**src/rtl/sobol_stream_decoder.sv**
```systemverilog
// Purpose: stochastic-to-binary decoder; counts ones over 2**BITWIDTH qualified samples of a bitstream.
// Latency: oValid pulses for one cycle in the cycle after the N-th qualified (iSel=1) sample.
// Backpressure: none; iSel=0 stalls accumulation, iStart is ignored while a window is in progress.
// Build option: define SOBOL_DECODER_BIPOLAR_EN to report the result as signed (count - N/2).
module sobol_stream_decoder #(
    parameter int BITWIDTH = 8
) (
    input  logic                iClk,
    input  logic                iRst,
    input  logic                iSel,
    input  logic                iClr,
    input  logic                iStart,
    input  logic                iBit,
    output logic [BITWIDTH:0]   oValue,
    output logic                oValid,
    output logic                oBusy
);

    typedef enum logic {
        IDLE  = 1'b0,
        ACCUM = 1'b1
    } state_t;

    // Index of the last sample in a window (N-1).
    localparam logic [BITWIDTH-1:0] SMP_LAST = '1;
    // N/2, used as the bipolar offset.
    localparam logic [BITWIDTH:0]   HALF     = {2'b01, {(BITWIDTH-1){1'b0}}};

    state_t              state;
    logic [BITWIDTH:0]   ones_cnt;
    logic [BITWIDTH-1:0] smp_cnt;
    logic [BITWIDTH:0]   ones_next;
    logic [BITWIDTH:0]   result;
    logic                window_end;

    // Running count including the bit sampled this cycle; the extra MSB holds an all-ones window.
    assign ones_next  = ones_cnt + {{BITWIDTH{1'b0}}, iBit};
    assign window_end = (smp_cnt == SMP_LAST);

`ifdef SOBOL_DECODER_BIPOLAR_EN
    // Bipolar view: two's-complement count - N/2, range -N/2..+N/2.
    assign result = ones_next - HALF;
`else
    // Unipolar view: plain count of ones, 0..N.
    assign result = ones_next;
`endif

    // Window control FSM with registered outputs; clear has priority over start and sampling.
    always_ff @(posedge iClk or posedge iRst) begin
        if (iRst) begin
            state    <= IDLE;
            ones_cnt <= '0;
            smp_cnt  <= '0;
            oValue   <= '0;
            oValid   <= 1'b0;
            oBusy    <= 1'b0;
        end else begin
            oValid <= 1'b0;
            if (iClr) begin
                state    <= IDLE;
                ones_cnt <= '0;
                smp_cnt  <= '0;
                oValue   <= '0;
                oBusy    <= 1'b0;
            end else begin
                case (state)
                    IDLE: begin
                        if (iStart) begin
                            state    <= ACCUM;
                            oBusy    <= 1'b1;
                            ones_cnt <= '0;
                            smp_cnt  <= '0;
                        end
                    end
                    ACCUM: begin
                        if (iSel) begin
                            ones_cnt <= ones_next;
                            smp_cnt  <= smp_cnt + 1'b1;
                            if (window_end) begin
                                oValue <= result;
                                oValid <= 1'b1;
                                oBusy  <= 1'b0;
                                state  <= IDLE;
                            end
                        end
                    end
                    default: begin
                        state <= IDLE;
                        oBusy <= 1'b0;
                    end
                endcase
            end
        end
    end

endmodule

```
**config.mk**
```make
export PLATFORM = sky130hd
export DESIGN_NAME = sobol_stream_decoder
export DESIGN_NICKNAME = d
export VERILOG_FILES = /design/src/rtl/sobol_stream_decoder.sv
export SDC_FILE = /design/constraint.sdc
export NUM_CORES = 1
export LEC_CHECK = 0
export CAP_MARGIN = 5
export CORE_MARGIN = 1
export CORE_UTILIZATION = 55
export DETAILED_ROUTE_END_ITERATION = 8
export GPL_ROUTABILITY_DRIVEN = 0
export PLACE_DENSITY = 0.79
export SLEW_MARGIN = 20
export SYNTH_ARGS = -nofsm -noshare
export SYNTH_HDL_FRONTEND = slang
export SYNTH_SLANG_ARGS = --single-unit
```
**constraint.sdc**
```tcl
create_clock -name iClk -period 3.1 [get_ports iClk]
set_input_delay 0.465 -clock iClk [delete_from_list [all_inputs] [get_ports iClk]]
set_output_delay 0.465 -clock iClk [all_outputs]
set_load 0.1 [all_outputs]
```
==> Word-level counts from Yosys, hierarchy flattened <==
Index checks and enable logic that the tools add are counted.
{ "totals": {"mem_bits_rw": 0, "mem_count": 0, "romBits": 0, "input_bits": 6, "latch_bits": 0, "ff_bits": 29, "wordCells": 45, "output_inout_bits": 11} }
{ "op_classes": {"div": 0, "n_shift": 0, "n_eq_ne": 4, "muxes": 26, "n_addsub": 2, "bitwise": 1, "n_mul": 0, "n_reduce_logical": 6, "magnitude_cmp": 0} }
{ "ops": {"columns": ["op", "n"], "rows": [
  ["$mux 9", 7],
  ["$mux 8", 3],
  ["$pmux 9 s2", 1],
  ["$pmux 8 s2", 1],
  ["$mux 1", 12],
  ["$add 9x1->9", 1],
  ["$add 8x1->8 const B", 1],
  ["$eq 8x8->1 const B", 1],
  ["$ne 3x3->1 const B", 2],
  ["$reduce_and 3->1", 2],
  ["$reduce_bool 2->1", 3],
  ["$pmux 1 s2", 2],
  ["$ne 3x2->1 const B", 1],
  ["$reduce_and 2->1", 1],
  ["$not 1->1", 1]
]} }

==> Longest topological paths before layout <==
{ "logic_depth": {"word_depth": 5, "depth_mapped": 7, "depth_no_buf": 6} }

==> Least setup slack after synthesis <==
No wires, ideal clock.
{ "synth_path": {"kind": "input-to-reg", "from": "input iBit", "to": "register oValue[8]", "arrival_ps": 1562, "cell_stages": 7, "required_ps": 3006, "slack_ps": 1444, "setup_ps": 94, "n_path_buf": 1, "path_cell_list": "ha_1 ha_1 and3_1 buf_2 nand4_1 xor2_1 a211oi_1"} }
{ "synth_between": {"elab_chain_cells": 5} }
{ "synth_rtl": {"columns": ["item", "line", "source"], "rows": [
  ["from (decl)", "13", "input logic iBit,"],
  ["$add 9x1->9", "37", "assign ones_next = ones_cnt + {{BITWIDTH{1'b0}}, iBit};"],
  ["$mux 9", "79", "if (window_end) begin"],
  ["$mux 9", "76", "if (iSel) begin"],
  ["$mux 9", "66", "case (state)"],
  ["$mux 9", "59", "if (iClr) begin"],
  ["to (signal assigned)", "80", "oValue <= result;"],
  ["to (decl)", "14", "output logic [BITWIDTH:0] oValue,"]
]} }
No other way between the ends. The select of a mux whose other input is x is not followed.
A chain may end at the register's enable or synchronous reset.

==> Final worst setup path <==
{ "layout_path": {"from": "input iClr", "to": "register oValue[3]"} }
{ "layout_between": {"elab_chain_cells": 2, "elab_cells_between_ends": 5, "cone_classes": "1 x mux; 4 x reduce/logical"} }
{ "layout_rtl": {"columns": ["item", "line", "source"], "rows": [
  ["from (decl)", "11", "input logic iClr,"],
  ["$reduce_bool 2->1 (no line)", null, null],
  ["$reduce_and 3->1 (no line)", null, null]
]} }
Parallel ways exist; a longest one is shown, timed or not.

==> impl_metrics.toml <==
[status]
status = "completed"

[timing]
clock_skew_ns = 0.00939
setup_violations = 0
fin_setup_tns_ns = 0
relSlewSlack = 0.657
tightest_slew_ns = 0.512
hold_violations = 0
maxSlewViolCount = 0
min_period_ns = 2.08
rsz0062_at_grt = "no"
whs_ns = 0.502
fmax_mhz = 482
min_period_over_period = 0.669

[synth]
yosysUniqueCellTypes = 34
synth_top_family_by_area = "simple AND/OR/NAND/NOR gates"
synth_top_area_share = 0.516
synth.net_count = 149
synthTopCellsByCount = "29 x dfrtp_1, 18 x o21ai_0, 14 x nand2_1, 9 x nor2_1, 7 x nand3_1"
synthFlopType = "dfrtp_1"
avgSynthCellArea_um2 = 10.0
synthMuxAreaShare = 0
synthTopCellsByArea = "dfrtp_1 52%, o21ai_0 6.4%, nand2_1 3.7%"
yosysSeqAreaShare = 0.516
synth_adder_area_share = 0.0267
synth_edf_count = 0
synth_compound_area_frac = 0.182
syn_area_mm2 = 0.00141
synth-xor-area-share = 0.0436
synth_top_area_cell = "dfrtp_1"
synth_warnings = 0
yosysMostFrequentCell = "dfrtp_1"
async_reset_ff_frac = 1.00
yosys.area_share.simple = 0.198
syn_inst = 140
synth-seq-cells = 29

[drt]
vias = 1135
wirelength_um = 2980
post_drt_wl_per_cell_um = 15.8
drtAntennaViolNets = 0
drtIter0Drc = 49
post_drt_via_cell_ratio = 6.04
dr.pass1.iters = 4
drc_errors = 0

[floorplan]
pin_count = 17
placementRows = 17
start_util = 0.607
core_mm2 = 0.00232
die_h_um = 52.6
die-area_mm2 = 0.00276
die_w_um = 52.6

[clock_network]
cts_tree = "built"
clock-root-buffer = "clkbuf_4"
cts-resized-gates = 0
hold_buffers = 0
cts_buffers = 5
clk_pin_slew_worst_paths_ns = 0.09
clk-insertion-delay-late_ns = 0.33
htreeDepth = 2
clk_path_buf_depth = 2
cts_setup_buffers = 0
clock-sinks = 29

[grt]
grt-ovfl-total = 0
use_met1 = 0.402
grt_util_met3 = 0.0783
antenna_found_initial = 0
grt_pass1_wl_um = 5260
grtUsageTotal = 0.272
grt_pass1_vias = 1070
met2_usage = 0.378
grt_max_degree = 30
grt.busiest_layer = "met1"

[layout]
nets = 168
drive_above_1_share = 0.169
multiInputGateArea_um2 = 633
final_cells = 188
n_fill_cell = 185
fin_util = 0.700
insertedDiodeCount = 0
area.growth.synth_to_final_pct = 15.4
seqCellArea_um2 = 726

[job]
maxCapViolCount = 0

[place]
hpwl_um = 2020
numPlacedInstances = 180
port-buffer-count = 16

[power_and_ir_drop]
p_leak_nw = 0.745
p_per_area_mw_per_mm2 = 433
finalPower_mw = 0.703
vdd_drop_max_mv = 0.300

[critical_path]
required_ns = 3.37
crit_path_end_kind = "register"
cp-start-kind = "primary input"
path_class = "in -> reg"
timing.critical_path.arrival_ns = 2.35
cp_max_fo = 10

[worst_hold_path]
worstHoldPathType = "in -> async"
[worst max-delay path, stage by stage]
cell             delay (ns)
clkdlybuf4s50_1        0.55
nor2b_2                0.49
nand2_4                0.14
or3_1                  0.45
inv_2                  0.11
a22o_1                 0.14
[layout by cell type (no fill, tap or decap), types with 2 or more instances in the layout]
| master | netlist | layout |
|---|---|---|
| nor2_1 | 9 | 9 |
| xnor2_1 | 3 | 3 |
| o2bb2ai_1 | 2 | 2 |
| a22o_1 | 5 | 5 |
| nand2b_1 | 4 | 4 |
| and3_1 | 2 | 2 |
| xor2_1 | 4 | 4 |
| nand2_1 | 14 | 14 |
| nand3_1 | 7 | 7 |
| a21oi_1 | 3 | 3 |
| inv_1 | 4 | 4 |
| buf_4 | 0 | 12 |
| clkbuf_8 | 0 | 2 |
| or3_1 | 2 | 2 |
| a211oi_1 | 3 | 3 |
| ha_1 | 3 | 3 |
| clkdlybuf4s50_1 | 0 | 5 |
| o21a_1 | 2 | 2 |
| clkbuf_4 | 0 | 5 |
| dfrtp_1 | 29 | 29 |
| a31oi_1 | 2 | 2 |
| nand4_1 | 4 | 4 |
| or4_1 | 2 | 2 |
| o21ai_0 | 18 | 18 |
| o31ai_1 | 3 | 3 |
[cell families after synthesis]
kind of cell / count (synthesis)
simple gates: 51
buf+inv: 10
xor+xnor: 7
flops: 29
compound gates: 40
fa+ha+maj: 3
[power breakdown]
| group | internal (mW) | switching [mW] | leakage [nW] |
|---|---|---|---|
| Clock | 0.131 | 0.134 | 0.0413 |
| Sequential | 0.382 | 0.00310 | 0.402 |
| Combinational | 0.0161 | 0.0374 | 0.302 |
| Total | 0.529 | 0.174 | 0.745 |
[per-stage QoR]
stage	setup WS, ns	area [um^2]
floorplan	1.44	1410
global placement	0.782	1550
detailed placement	0.663	1550
CTS	1.02	1620
global route	0.902	1620
finish	1.02	1620
[area by class of cell]
cell class / count / share of cell area
Clock buffer: 7 / 0.0401
Sequential cell: 29 / 0.447
Tap cell: 28 / 0.0216
Timing Repair Buffer: 17 / 0.0864
Multi-Input combinational cell: 101 / 0.390
Clock inverter: 1 / 0.00308
Inverter: 5 / 0.0116
[layer usage]
metal,vias up,wire length [um]
li1,540,-
met1,555,1410
met2,35,1340
met3,5,180
met4,0,43
met5,-,0
[registers in the layout (all words and copies together), names as in the netlist]
signal    count
oValue        9
ones_cnt      9
smp_cnt       8
oBusy         1
oValid        1
state         1
[worst paths after layout]
path                       startpoint          to  slack [ns]  cells past startpoint
min reg2reg                 oValue[6]   oValue[6]        0.51                      1
max in group asynchronous        iRst  smp_cnt[4]        2.32                      3
min in group iClk           oValue[6]   oValue[6]        0.51                      1
max                              iClr   oValue[3]        1.02                      6
max reg2reg                smp_cnt[0]   oValue[3]        1.31                      5
min                              iRst   oValue[2]        0.50                      3
Note: power is estimated with default switching activity, not from simulation.
==> patch 1: new RTL, same flow settings <==
The option `SOBOL_DECODER_BIPOLAR_EN` is turned on by a define.
--- a/src/rtl/sobol_stream_decoder.sv
+++ b/src/rtl/sobol_stream_decoder.sv
@@ -2,6 +2,8 @@
 // Latency: oValid pulses for one cycle in the cycle after the N-th qualified (iSel=1) sample.
 // Backpressure: none; iSel=0 stalls accumulation, iStart is ignored while a window is in progress.
 // Build option: define SOBOL_DECODER_BIPOLAR_EN to report the result as signed (count - N/2).
+`define SOBOL_DECODER_BIPOLAR_EN
+
 module sobol_stream_decoder #(
     parameter int BITWIDTH = 8
 ) (
Check against the original RTL: same outputs for any inputs over 10 cycles, from zero or initial values and one cycle with iRst high; that may be too few to reach the edited logic, so the function may still have changed.
==> patch 1 against the original RTL <==
Maximum frequency is 0.83% higher; worst setup slack improved by 0.017 ns; first-iteration DRC count is 2.0% lower; cell area increased by 6.9%; routed wire length up 5.4%; die area grew 6.2%; area after synthesis up 6.4%; cell count grew 9.6%; clock power grew 2%; sequential cell count stayed put; total power increased by 1.5%; sequential power is essentially flat; via count increased by 7.7%; critical path type is now flip-flop to flip-flop; critical endpoint is now oValue[8]; largest cell class unchanged.
==> patch 1: results (changes against the original RTL) <==
[status]
status = finished clean

[detailed_routing]
dr.pass1.iters = 4  ; unchanged
vias_per_cell = 5.93  ; -1.7%
finalWirelength_mm = 3.14  ; +5.4%
drtIter0Drc = 48  ; -2.0%

[global_routing]
gr-usage-all-layers_pct = 26.0  ; -1.2 points
grt_pass1_wl_mm = 5.24  ; -0.38%
grt_pass1_vias = 1102  ; +3.0%

[yosys]
yosys.cell_types.count = 43  ; +26%
seq_area_frac_synth_pct = 48.5  ; -3.1 points
ys_top_cells_by_area = dfrtp_1 (48%), o21ai_0 (5.7%), nand2_1 (4.8%), nor2_1 (3.0%), nand3_1 (2.7%)
netlist_top_cells_count = dfrtp_1 (29), nand2_1 (19), o21ai_0 (17), nor2_1 (12), nand3_1 (8)
synth_nets = 163  ; +9.4%

[clock_network]
cts_buffer_depth = 2  ; unchanged
cts_resized = 0  ; unchanged
cts_made_buffers = 5  ; unchanged

[worst_setup_path]
arrival_ns = 2.28  ; -0.07 ns
ff2ff_setup_slack_ns = 1.04  ; -0.27 ns
r2r-end = oValue[8]
cp_max_fo = 15  ; +5

[cells_and_area]
drive_above_1_share_pct = 18.2  ; +1.3 points
layout.nets = 184  ; +9.5%
top_regs = oValue x9, ones_cnt x9, smp_cnt x8
antennaDiodeCount = 0  ; unchanged
fillers = 207  ; +12%

[place]
dp_hpwl_mm = 2.13  ; +5.2%
pre_cts_ws_ns = 0.693  ; +0.0295 ns

[pwr]
leakagePower_uw = 0.000761  ; +2.1%
ir_worst_vdd_mv = 0.364  ; +21%

[timing]
skew_ns = 0.0110  ; +0.00158 ns
max_slew_margin_pct = 40.9  ; -25 points

==> patch 1: cell types whose count changed in the layout (fill, tap and decap cells not counted), sizes merged, moves of 3 or more <==
cell	unedited run	this run
a22o	5	2
xor2	4	1
nand2	16	20
nor2	9	12
nor3	1	4
buf	12	15
==> patch 1: power breakdown <==
group	switching (µW)	internal, µW	leakage [µW]
sequential	4.26	382	0.000402
clock	138	131	0.0000413
combinational	40.3	18.5	0.000318
total	182	532	0.000761
==> patch 1: per-layer routing <==
metal	vias to the layer above	routed length [µm]	track usage [%]
li1	598	-	-
met4	0	43	9.40
met3	5	128	7.63
met1	589	1480	34.9
met2	30	1490	39.4
met5	-	0	0
==> patch 1: final cells by class <==
| type | count | area [µm²] | area share (%) |
|---|---|---|---|
| clock buffers | 7 | 65.1 | 3.75 |
| clock inverters | 1 | 5.00 | 0.288 |
| inverters | 4 | 15.0 | 0.865 |
| multi-input cells | 115 | 724 | 41.7 |
| flip-flops and latches | 29 | 726 | 41.8 |
| well taps | 30 | 37.5 | 2.16 |
| repair buffers | 20 | 163 | 9.37 |
==> patch 1: worst max path at each step <==
stage / slack [ns] / end / cells after the start / from
3_3_place_gp: 0.75 / oValue[8] / 7 / iBit
2_1_floorplan: 1.29 / oValue[8] / 6 / iBit
5_1_grt: 0.86 / oValue[6] / 5 / smp_cnt[0]
6_report: 1.04 / oValue[8] / 5 / smp_cnt[0]
4_1_cts: 1.06 / oValue[8] / 7 / iBit
3_5_place_dp: 0.69 / oValue[8] / 7 / iBit
==> patch 1: worst max-delay path: stages (launching register included) <==
cell and delay, ns:
dfrtp_1 0.42, ha_1 0.26, nand2_1 0.17, nor4_4 0.77
nor3b_1 0.11, a41o_1 0.23
==> patch 1: cell families after synthesis <==
group,count (synthesis),share of synthesized area [%]
AOI/OAI and AO/OA,40,17.6
and+or+nand+nor,65,24.0
DFF,29,48.5
xor gates and xnor gates,5,2.93
buffers and inverters,10,3.09
adders and majority gates,3,2.51
muxes,2,1.34
==> patch 1: metrics by stage <==
stage / cells / util (%) / power, µW / hold WS (ns) / area (µm²)
after floorplan: 154 / - / 432 / 0.454 / 1500
after global placement: 198 / 66.0 / 451 / 0.472 / 1670
after detailed placement: 198 / 66.0 / 452 / 0.475 / 1670
after CTS: 206 / 68.8 / 721 / 0.502 / 1740
after global routing: 206 / 68.8 / 738 / 0.524 / 1740
final: 206 / 68.8 / 714 / 0.492 / 1740
==> patch 2: new RTL, config.mk and constraints unchanged <==
Made on the original files. Add an input register stage for `iSel`, `iClr`, `iStart` and `iBit`, cleared by the reset; this delays them by one clock. Comments in the files are not updated.
--- a/src/rtl/sobol_stream_decoder.sv
+++ b/src/rtl/sobol_stream_decoder.sv
@@ -26,6 +26,25 @@
     // N/2, used as the bipolar offset.
     localparam logic [BITWIDTH:0]   HALF     = {2'b01, {(BITWIDTH-1){1'b0}}};
 
+    logic iSel_q;
+    logic iClr_q;
+    logic iStart_q;
+    logic iBit_q;
+
+    always_ff @(posedge iClk or posedge iRst) begin
+        if (iRst) begin
+            iSel_q   <= '0;
+            iClr_q   <= '0;
+            iStart_q <= '0;
+            iBit_q   <= '0;
+        end else begin
+            iSel_q   <= iSel;
+            iClr_q   <= iClr;
+            iStart_q <= iStart;
+            iBit_q   <= iBit;
+        end
+    end
+
     state_t              state;
     logic [BITWIDTH:0]   ones_cnt;
     logic [BITWIDTH-1:0] smp_cnt;
@@ -34,7 +53,7 @@
     logic                window_end;
 
     // Running count including the bit sampled this cycle; the extra MSB holds an all-ones window.
-    assign ones_next  = ones_cnt + {{BITWIDTH{1'b0}}, iBit};
+    assign ones_next  = ones_cnt + {{BITWIDTH{1'b0}}, iBit_q};
     assign window_end = (smp_cnt == SMP_LAST);
 
 `ifdef SOBOL_DECODER_BIPOLAR_EN
@@ -56,7 +75,7 @@
             oBusy    <= 1'b0;
         end else begin
             oValid <= 1'b0;
-            if (iClr) begin
+            if (iClr_q) begin
                 state    <= IDLE;
                 ones_cnt <= '0;
                 smp_cnt  <= '0;
@@ -65,7 +84,7 @@
             end else begin
                 case (state)
                     IDLE: begin
-                        if (iStart) begin
+                        if (iStart_q) begin
                             state    <= ACCUM;
                             oBusy    <= 1'b1;
                             ones_cnt <= '0;
@@ -73,7 +92,7 @@
                         end
                     end
                     ACCUM: begin
-                        if (iSel) begin
+                        if (iSel_q) begin
                             ones_cnt <= ones_next;
                             smp_cnt  <= smp_cnt + 1'b1;
                             if (window_end) begin
Formal check against the unedited RTL: not equivalent (a bounded check fails within 4 cycles, from zero or initial values and one cycle with iRst high).
==> patch 2 against the original RTL <==
Area after synthesis is 13% higher; total power rose by 5.0%; clock skew up 0.0056 ns; routed wire length down 13%; worst setup slack gained 0.098 ns; cell area increased by 7.1%; clock power shrank 8.3%; sequential cell count increased by 4; highest routed layer unchanged.
==> patch 2: results (changes against the original RTL) <==
[status]
status = finished clean

[clock_network]
htree_num_levels = 2  ; unchanged
clk_latency_ns = 0.34
cts_resized = 0  ; unchanged
cts_made_buffers = 5  ; unchanged
cts_root_buffer = clkbuf_4
path_clk_slew_ns = 0.10
cts_setup_buffers = 0  ; unchanged
cts_buffer_depth = 2  ; unchanged

[global_routing]
antenna_found_initial = 0  ; unchanged
grt_pass1_wl_mm = 4.76  ; -9.4%
gr-usage-all-layers_pct = 20.3  ; -6.8 points
grt_use_met1_pct = 25.2  ; -15 points
grt_max_degree = 34  ; +13%
grtUsageMet2_pct = 32.5  ; -5.2 points
grtUsageMet3_pct = 6.98  ; -0.85 points

[yosys]
yosys.cell_types.count = 39  ; +15%
synthCells = 147  ; +5.0%
synth_compound_area_share_pct = 13.9  ; -4.4 points
synth_ff_type = dfrtp_1
yosys_warnings = 0  ; unchanged
synthMuxAreaShare_pct = 2.21  ; +2.2 points
netlist_top_cells_count = dfrtp_1 (33), nor2_1 (16), o21ai_0 (16), nand2_1 (13), xor2_1 (7)
synthXorXnorAreaFrac_pct = 4.96  ; +0.61 points
synth_fa_ha_area_share_pct = 2.36  ; -0.30 points
synth_nets = 156  ; +4.7%
seq_area_frac_synth_pct = 52.0  ; +0.41 points
async_reset_ff_share_pct = 100  ; unchanged
ys_top_cells_by_area = dfrtp_1 (52%), o21ai_0 (5.0%), xor2_1 (3.9%), nor2_1 (3.8%), nand2_1 (3.1%)

[detailed_routing]
drc_errors = 0  ; unchanged
dr.pass1.iters = 4  ; unchanged
vias = 1108  ; -2.4%
wire_per_inst_um = 13.3  ; -16%
drtIter0Drc = 26  ; -47%

[place]
dpl.cell_count = 188  ; +4.4%
pre_cts_ws_ns = 1.10  ; +0.434 ns
dp_hpwl_mm = 1.84  ; -8.9%
port_buffers = 16  ; unchanged
placed_area_um2 = 1680  ; +8.4%

[cells_and_area]
layout.nets = 173  ; +3.0%
fillers = 222  ; +20%
drive_above_1_share_pct = 18.3  ; +1.4 points
top_regs = oValue x9, ones_cnt x9, smp_cnt x8
stdcell_count = 195  ; +3.7%
antennaDiodeCount = 0  ; unchanged

[pwr]
power_density_nw_per_um2 = 425  ; -2.0%
ir_worst_vdd_mv = 0.317  ; +5.5%
leakagePower_uw = 0.000764  ; +2.4%

[worst_setup_path]
crit_slowest_cell = dfrtp_1
max_stage_delay_ns = 0.63  ; +0.08 ns
cp_max_fo = 18  ; +8
arrival_ns = 2.24  ; -0.11 ns

[min_path]
hold_class = flip-flop to flip-flop

[timing]
skew_ns = 0.0150  ; +0.00557 ns
max_slew_margin_pct = 54.5  ; -11 points

-- patch 2: final timing paths --
kind                             startpoint           to  slack, ns  depth (start not counted)
worst max-delay path                 iClr_q   smp_cnt[6]       1.12                          4
worst max register to register       iClr_q   smp_cnt[6]       1.12                          4
max in group asynchronous              iRst   smp_cnt[5]       2.30                          3
worst min-delay path            ones_cnt[0]  ones_cnt[0]       0.50                          2
worst min register to register  ones_cnt[0]  ones_cnt[0]       0.50                          2
min in group asynchronous              iRst  ones_cnt[5]       0.51                          3
-- patch 2: power breakdown --
part	internal (µW)	leakage (µW)	total [µW]	switching (µW)
logic	16.5	0.000284	49.5	33.0
clock network	107	0.0000314	243	136
registers	437	0.000448	446	8.95
-- patch 2: worst max-delay path: cells and delay by family, from the launching register on --
kind / cells / cell delay (ns)
compound gates: 2 / 0.28
simple gates: 2 / 1.00
flops: 1 / 0.63
-- patch 2: area by class of cell --
type | count | share of cell area (%)
Clock buffer | 7 | 3.17
Inverter | 2 | 0.432
Multi-Input combinational cell | 105 | 38.6
Sequential cell | 33 | 47.5
Tap cell | 31 | 2.23
Timing Repair Buffer | 17 | 8.06
-- patch 2: routing by layer --
layer  vias to the layer above  routed length [µm]
met3                         7                 113
met2                        24                1250
met5                         -                   0
li1                        548                   -
met4                         0                  49
met1                       529                1180
-- patch 2: cell families (layout without fill, tap and decap cells) --
family,after synthesis,in the layout
AO/OA/AOI/OAI,33,33
XOR/XNOR,9,9
adder cells (fa/ha/maj),3,3
buffers and inverters,9,26
flip-flops,33,33
multiplexers,3,3
AND/OR/NAND/NOR,57,57
-- patch 2: stage by stage --
stage / hold slack [ns] / total power [µW]
4_1_cts: 0.510 / 746
5_1_grt: 0.538 / 771
3_3_place_gp: 0.486 / 504
3_5_place_dp: 0.485 / 505
6_report: 0.501 / 739
2_1_floorplan: 0.454 / 490
